`src/rtl/trigger_bank_pkg.sv`:
```
// Shared types, widths and helpers for the trigger bank.
// Optional fire statistics are enabled with TRIGGER_BANK_STATS_EN.
package trigger_bank_pkg;

  localparam int unsigned DELAY_W = 24;
  localparam int unsigned WIDTH_W = 16;
  localparam int unsigned COUNT_W = 8;

  typedef enum logic [1:0] {
    OFF    = 2'd0,
    SINGLE = 2'd1,
    BURST  = 2'd2,
    TOGGLE = 2'd3
  } mode_t;

  typedef struct packed {
    mode_t              mode;
    logic [DELAY_W-1:0] delay;
    logic [WIDTH_W-1:0] width;
    logic [DELAY_W-1:0] period;
    logic [COUNT_W-1:0] count;
  } cfg_t;

  typedef enum logic [1:0] {
    IDLE  = 2'd0,
    DELAY = 2'd1,
    HIGH  = 2'd2,
    LOW   = 2'd3
  } state_t;

  function automatic logic [WIDTH_W-1:0] eff_width(input logic [WIDTH_W-1:0] w);
    return (w == '0) ? WIDTH_W'(1) : w;
  endfunction

  // Low phase length; a period not longer than the pulse leaves exactly one low cycle.
  function automatic logic [DELAY_W-1:0] low_len(input logic [WIDTH_W-1:0] w_eff,
                                                 input logic [DELAY_W-1:0] period);
    logic [DELAY_W-1:0] w_ext;
    w_ext = DELAY_W'(w_eff);
    return (period <= w_ext) ? DELAY_W'(1) : period - w_ext;
  endfunction

  function automatic logic [COUNT_W-1:0] eff_count(input mode_t m, input logic [COUNT_W-1:0] n);
    return (m == BURST && n != '0) ? n : COUNT_W'(1);
  endfunction

endpackage

```
`src/rtl/trigger_channel.sv`:
```
// One trigger channel: latches its config on an accepted fire and sequences delay/high/low/toggle.
module trigger_channel
  import trigger_bank_pkg::*;
(
  input  logic clk,
  input  logic resetn,
  input  logic fire,
  input  cfg_t cfg,
  input  logic clear,
  output logic pulse,
  output logic busy,
  output logic overrun,
  output logic accept_c
);

  state_t             state, state_nx;
  logic [DELAY_W-1:0] cnt, cnt_nx;
  logic [COUNT_W-1:0] pulses, pulses_nx;
  mode_t              mode_q, mode_nx;
  logic [WIDTH_W-1:0] width_q, width_nx;
  logic [DELAY_W-1:0] low_q, low_nx;
  logic               pulse_nx, overrun_nx;
  logic               go_high;
  mode_t              hi_mode;
  logic [WIDTH_W-1:0] hi_width;

  always_ff @(posedge clk or negedge resetn) begin
    if (!resetn) begin
      state   <= IDLE;
      cnt     <= '0;
      pulses  <= '0;
      mode_q  <= OFF;
      width_q <= '0;
      low_q   <= '0;
      pulse   <= 1'b0;
      busy    <= 1'b0;
      overrun <= 1'b0;
    end else begin
      state   <= state_nx;
      cnt     <= cnt_nx;
      pulses  <= pulses_nx;
      mode_q  <= mode_nx;
      width_q <= width_nx;
      low_q   <= low_nx;
      pulse   <= pulse_nx;
      busy    <= (state_nx != IDLE);
      overrun <= overrun_nx;
    end
  end

  always_comb begin
    state_nx   = state;
    cnt_nx     = cnt;
    pulses_nx  = pulses;
    mode_nx    = mode_q;
    width_nx   = width_q;
    low_nx     = low_q;
    pulse_nx   = pulse;
    accept_c   = 1'b0;
    go_high    = 1'b0;
    hi_mode    = mode_q;
    hi_width   = width_q;
    // A fire on a non-idle channel is dropped; set beats clear.
    overrun_nx = (fire && state != IDLE) | (overrun & ~clear);

    case (state)
      IDLE: begin
        if (fire && cfg.mode != OFF) begin
          accept_c  = 1'b1;
          mode_nx   = cfg.mode;
          width_nx  = eff_width(cfg.width);
          low_nx    = low_len(eff_width(cfg.width), cfg.period);
          pulses_nx = eff_count(cfg.mode, cfg.count);
          hi_mode   = cfg.mode;
          hi_width  = eff_width(cfg.width);
          if (cfg.delay == '0) begin
            go_high = 1'b1;
          end else begin
            state_nx = DELAY;
            cnt_nx   = cfg.delay;
          end
        end
      end
      DELAY: begin
        if (cnt <= DELAY_W'(1)) go_high = 1'b1;
        else                    cnt_nx  = cnt - DELAY_W'(1);
      end
      HIGH: begin
        if (cnt > DELAY_W'(1)) begin
          cnt_nx = cnt - DELAY_W'(1);
        end else if (mode_q == TOGGLE) begin
          state_nx = IDLE;
          cnt_nx   = '0;
        end else if (pulses > COUNT_W'(1)) begin
          state_nx  = LOW;
          pulse_nx  = 1'b0;
          cnt_nx    = low_q;
          pulses_nx = pulses - COUNT_W'(1);
        end else begin
          state_nx  = IDLE;
          pulse_nx  = 1'b0;
          cnt_nx    = '0;
          pulses_nx = '0;
        end
      end
      LOW: begin
        if (cnt <= DELAY_W'(1)) begin
          state_nx = HIGH;
          pulse_nx = 1'b1;
          cnt_nx   = DELAY_W'(width_q);
        end else begin
          cnt_nx = cnt - DELAY_W'(1);
        end
      end
      default: state_nx = IDLE;
    endcase

    // Toggle mode inverts the held level and spends a single cycle in HIGH.
    if (go_high) begin
      state_nx = HIGH;
      pulse_nx = (hi_mode == TOGGLE) ? ~pulse : 1'b1;
      cnt_nx   = (hi_mode == TOGGLE) ? DELAY_W'(1) : DELAY_W'(hi_width);
    end
  end

endmodule

```
`src/rtl/trigger_bank.sv`:
```
// N-channel programmable trigger bank armed by frame ticks.
// Define TRIGGER_BANK_STATS_EN to add per-channel accepted-fire counters.
module trigger_bank
  import trigger_bank_pkg::*;
#(
  parameter int unsigned NUM_CHANNELS = 4
) (
  input  logic                    clk,
  input  logic                    resetn,
  input  logic                    frame_tick_i,
  input  logic [NUM_CHANNELS-1:0] fire_i,
  input  cfg_t [NUM_CHANNELS-1:0] cfg_i,
  input  logic                    clear_i,
  output logic [NUM_CHANNELS-1:0] pulse_o,
  output logic [NUM_CHANNELS-1:0] busy_o,
  output logic [NUM_CHANNELS-1:0] overrun_o
`ifdef TRIGGER_BANK_STATS_EN
  ,
  output logic [31:0]             fire_count_o [NUM_CHANNELS]
`endif
);

  logic [NUM_CHANNELS-1:0] accept;

  for (genvar c = 0; c < int'(NUM_CHANNELS); c++) begin : g_ch
    trigger_channel u_ch (
      .clk      (clk),
      .resetn   (resetn),
      .fire     (frame_tick_i & fire_i[c]),
      .cfg      (cfg_i[c]),
      .clear    (clear_i),
      .pulse    (pulse_o[c]),
      .busy     (busy_o[c]),
      .overrun  (overrun_o[c]),
      .accept_c (accept[c])
    );
  end

`ifdef TRIGGER_BANK_STATS_EN
  // Accepted-fire counters; clear restarts from this cycle's accept.
  always_ff @(posedge clk or negedge resetn) begin
    if (!resetn) begin
      for (int c = 0; c < int'(NUM_CHANNELS); c++) fire_count_o[c] <= '0;
    end else begin
      for (int c = 0; c < int'(NUM_CHANNELS); c++)
        fire_count_o[c] <= (clear_i ? 32'd0 : fire_count_o[c]) + 32'(accept[c]);
    end
  end
`else
  logic unused_accept;
  assign unused_accept = ^accept;
`endif

endmodule

```
`config.mk`:
```
export PLATFORM = sky130hd
export DESIGN_NAME = trigger_bank
export DESIGN_NICKNAME = d
export VERILOG_FILES = /design/src/rtl/trigger_bank_pkg.sv /design/src/rtl/trigger_channel.sv /design/src/rtl/trigger_bank.sv
export SDC_FILE = /design/constraint.sdc
export NUM_CORES = 1
export LEC_CHECK = 0
export ABC_AREA = 1
export CAP_MARGIN = 10
export CORE_MARGIN = 10
export CORE_UTILIZATION = 25
export DETAILED_ROUTE_END_ITERATION = 8
export PLACE_DENSITY_LB_ADDON = 0.15
export SETUP_SLACK_MARGIN = 0.5
export SYNTH_ARGS = -nofsm -noshare
export SYNTH_HDL_FRONTEND = slang
export SYNTH_SLANG_ARGS = --single-unit
```
`constraint.sdc`:
```
create_clock -name clk -period 2.6 [get_ports clk]
set_input_delay 0.52 -clock clk [delete_from_list [all_inputs] [get_ports clk]]
set_output_delay 0.52 -clock clk [all_outputs]
set_load 0.03 [all_outputs]
```
==> parameters.txt <==
Parameter                              Value

Worst setup path
  Maximum fanout count along the critical path ... 5
  Startpoint Class ... input port
  Source of the critical timing path ... cfg_i[118]
  Endpoint arrival time on the critical path ... 2750 ps
  CP Capture Point ... g_ch[1].u_ch.low_q[18]
  WP depth ... 20
  Most frequent cell on the critical path ... sky130_fd_sc_hd__nand2_4
  Capturing point of the worst reg2reg path ... g_ch[0].u_ch.cnt[13]
  Critical path type ... input port to flip-flop
  Worst flop-to-flop path startpoint ... g_ch[0].u_ch.cnt[1]
  Crit end category ... flip-flop
  Required time of the critical path ... 3060 ps
  Worst reg2reg path depth ... 14
  CP top delay family ... simple AND/OR/NAND/NOR gates
  Worst setup slack for register-to-register paths ... 530 ps
  Delay contributed by the slowest stage of the critical path ... 360 ps
  Worst path buffer plus inverter count ... 5
  Slowest cell on the critical path ... sky130_fd_sc_hd__fa_2
  Cell chain of the critical path ... buf_6 -> inv_4 -> nand4_1 -> nor2_1 -> buf_4 -> nand2_4 -> nand2_4 -> ha_4 -> inv_2 -> fa_2 -> nand3_2 -> nand2_4 -> nand2_4 -> nand3_4 -> nand3_2 -> nand3_2 -> nand3_4 -> clkinv_4 -> nand2_2 -> o21ai_1

Floorplan
  Horizontal die dimension ... 336 um
  Initial core utilization ... 25.2%
  Floorplan die height ... 336 um
  Ports placed on the boundary ... 316
  Total core area ... 0.0987 mm2
  Total die area ... 0.113 mm2
  Standard-cell row count ... 115

Clock network
  Post-CTS clock slew at the launch and capture registers of the worst setup and hold paths ... 60 ps
  Clock root buffer master ... sky130_fd_sc_hd__clkbuf_16
  Clock latency on the worst-skew pair ... 570 ps
  Clock buffer depth ... 3
  Total CTS buffers ... 43
  Clock tree from TritonCTS ... built
  Clock H-tree levels ... 2
  Clock sinks ... 316

Final layout
  Filler-free cell count of the finished design ... 5,969
  Area added between synthesis and finish ... 49.8%
  Share of post-route cells with drive strength above 1 ... 27.3%
  Final core occ ... 37.8%
  Number of nets in the layout ... 5,048

Run status
  Result of the run ... finished, final reports clean

STA
  Worst rel slew slack ... 60.0%
  Fin Setup TNS ... 0 ps
  Unrepaired setup endpoints after global routing ... yes
  Portion of the clock cycle consumed by the worst path in the final layout ... 88.2%
  Count of endpoints failing hold in the final timing report ... 0
  Largest clock skew in the final design ... 13.7 ps
  Maximum clock frequency ... 0.436 GHz
  Tightest Pin Transition ... 596 ps
  Number of slew-limit violations in the final report ... 0
  Hold Slack ... 292 ps
  Endpoints failing setup ... 0
  Final min period ... 2290 ps

Global routing
  Pin count of the biggest net entering global routing ... 60
  Number of global-route vias before repair ... 27,900
  First-pass GRT wire length ... 158 mm
  Antenna violations before repair ... 12
  GR Util All Layers ... 17.6%
  Overall overflow remaining after global route ... 0

Place
  HPWL reported at the end of detailed placement ... 83.0 mm
  Weighted congestion at the end of routability-driven global placement ... 0.908
  DP Cell Count ... 5,780
  Count of input and output buffers ... 315

Worst hold path
  Type of the tightest min-delay check ... input port to flip-flop

Route
  Post-detailed-route via-to-cell ratio ... 4.59
  Final wirelength ... 103 mm
  Routed length per placed instance ... 17.3 um
  Remaining number of nets flagged by the antenna check after routing ... 0
  Initial detailed-routing violation count ... 1,554
  First-pass detailed-route iteration total ... 5
  Residual DRC count ... 0
  Via Count ... 27,400

Power and ir drop
  Power per Cell Area ... 573 mW/mm2
  Maximum resistive drop on vdd ... 0.343 mV
  Total power of the final layout ... 21.4 mW
  Leakage power summed over all cells ... 17.8 nW

Synth
  Sequential fraction of the synthesis area ... 31.7%
  Mapped cell area ... 0.0249 mm2
  Cell types with the largest area share after synthesis ... sky130_fd_sc_hd__dfrtp_1 32%, sky130_fd_sc_hd__nand2_1 16%, sky130_fd_sc_hd__nor2_1 8.4%, sky130_fd_sc_hd__inv_1 6.0%, sky130_fd_sc_hd__nand3_1 5.6%
  Syn. warnings ... 0
  Number of instances in the synthesized netlist ... 3,830
  Register bit count reported by yosys ... 316
  Cell taking the most area after synthesis ... sky130_fd_sc_hd__dfrtp_1
  Net Count, Synth ... 4,230
  Area share of the leading cell type in the synthesized netlist ... 31.7%
  Post-synthesis average cell area ... 6.50 um2
  Number of distinct library cell variants in the gate-level netlist after synthesis ... 54

Flow run
  Max-cap violation count ... 0
[cell families (layout without fill, tap and decap cells)]
logic type	Yosys count	in the layout	synth area share, %
and+or+nand+nor	2176	2176	37.2
AOI/OAI and AO/OA	581	581	12.6
buffers and inverters	526	1375	8.76
DFF	316	316	31.7
xor gates and xnor gates	135	135	4.75
adders and majority gates	96	96	4.94
other	0	3	0
[worst min-delay path by stage]
stage,from,cells past startpoint,endpoint
floorplan,resetn,0,g_ch[0].u_ch.busy
global placement,g_ch[0].u_ch.low_q[1],2,g_ch[0].u_ch.low_q[1]
detailed placement,g_ch[0].u_ch.low_q[11],2,g_ch[0].u_ch.low_q[11]
CTS,cfg_i[266],4,g_ch[3].u_ch.width_q[12]
global route,cfg_i[188],4,g_ch[2].u_ch.width_q[8]
finish,cfg_i[266],4,g_ch[3].u_ch.width_q[12]
[tightest hold or removal path, cell delays in order]
cell                      delay (ps)
sky130_fd_sc_hd__buf_6            70
sky130_fd_sc_hd__buf_4           100
sky130_fd_sc_hd__o21ai_1          70
sky130_fd_sc_hd__inv_2            60
[Yosys cell counts, drive strengths merged]
| cell | count |
|---|---|
| o211ai | 9 |
| buf | 67 |
| nor2 | 595 |
| o22ai | 18 |
| nand2 | 1110 |
| o21ai | 303 |
| xor2 | 77 |
| nand3 | 283 |
| nand4 | 75 |
| a21boi | 2 |
| nor3 | 36 |
| xnor2 | 58 |
| o31ai | 1 |
| ha | 92 |
| a211oi | 1 |
| o2111ai | 1 |
| a21o | 7 |
| and3 | 2 |
| inv | 415 |
| dfrtp | 316 |
| clkinv | 3 |
| o21bai | 14 |
| and2 | 2 |
| clkbuf | 41 |
| a31oi | 9 |
| o21a | 9 |
| nand3b | 24 |
| fa | 4 |
| or2 | 33 |
| nor4 | 16 |
| a22oi | 5 |
| a21oi | 202 |
[layout by cell type, fill, tap and decap left out, drive strengths merged, types with 3 or more instances in the layout]
cell type,instances
a21o,7
a21oi,202
a22oi,5
a31oi,9
buf,600
bufinv,4
clkbuf,75
clkdlybuf4s15,5
clkdlybuf4s50,234
clkinv,16
clkinvlp,9
dfrtp,316
diode,3
dlygate4sd2,19
dlymetal6s2s,3
fa,4
ha,92
inv,408
nand2,1110
nand3,283
nand3b,24
nand4,75
nor2,595
nor3,36
nor4,16
o211ai,9
o21a,9
o21ai,303
o21bai,14
o22ai,18
or2,33
xnor2,58
xor2,77
[final cells by class]
cell class / instances / area (um2)
clock buffers: 58 / 1250
repair buffers: 880 / 7840
inverters: 418 / 1790
fillers: 10600 / 61400
well taps: 1287 / 1610
multi-input cells: 2988 / 16700
diodes: 3 / 7.51
flip-flops and latches: 316 / 7930
repair inverters: 1 / 8.76
clock inverters: 18 / 205
[stage by stage]
stage | worst slack, ps | cell area (um2)
floorplan | 210 | 25300
global placement | -826 | 33100
detailed placement | -849 | 33100
CTS | 297 | 35400
global route | 203 | 37300
finish | 307 | 37300
[power breakdown]
group          leakage (nW)  internal [mW]  switching [mW]  total, mW
registers              3.86           5.95            1.21       7.16
logic                  13.3           3.61            4.41       8.02
clock network         0.707           3.77            2.42       6.19
total                  17.8           13.3            8.04       21.4
[flip-flops by register name, indices dropped and copies added (netlist names), 8 cells and up]
register,flops
g_ch.u_ch.cnt,96
g_ch.u_ch.low_q,96
g_ch.u_ch.mode_q,8
g_ch.u_ch.pulses,32
g_ch.u_ch.state,8
g_ch.u_ch.width_q,64
[layer usage]
layer	vias up	GRT usage, %	wire, um
li1	14000	-	-
met1	12600	23.0	46800
met2	590	29.2	47900
met3	156	3.31	5080
met4	18	5.42	3050
met5	-	0	120
[what timing repair did]
action,4_1_cts,5_1_grt
setup buffers,58,44
endpoints found under the setup margin,271,224
gates resized for setup,330,467
pin swaps,68,163
gates cloned,2,5
endpoints found under the hold margin,35,0
hold buffers,1,0
No activity file was read; power rests on OpenSTA's default activity.
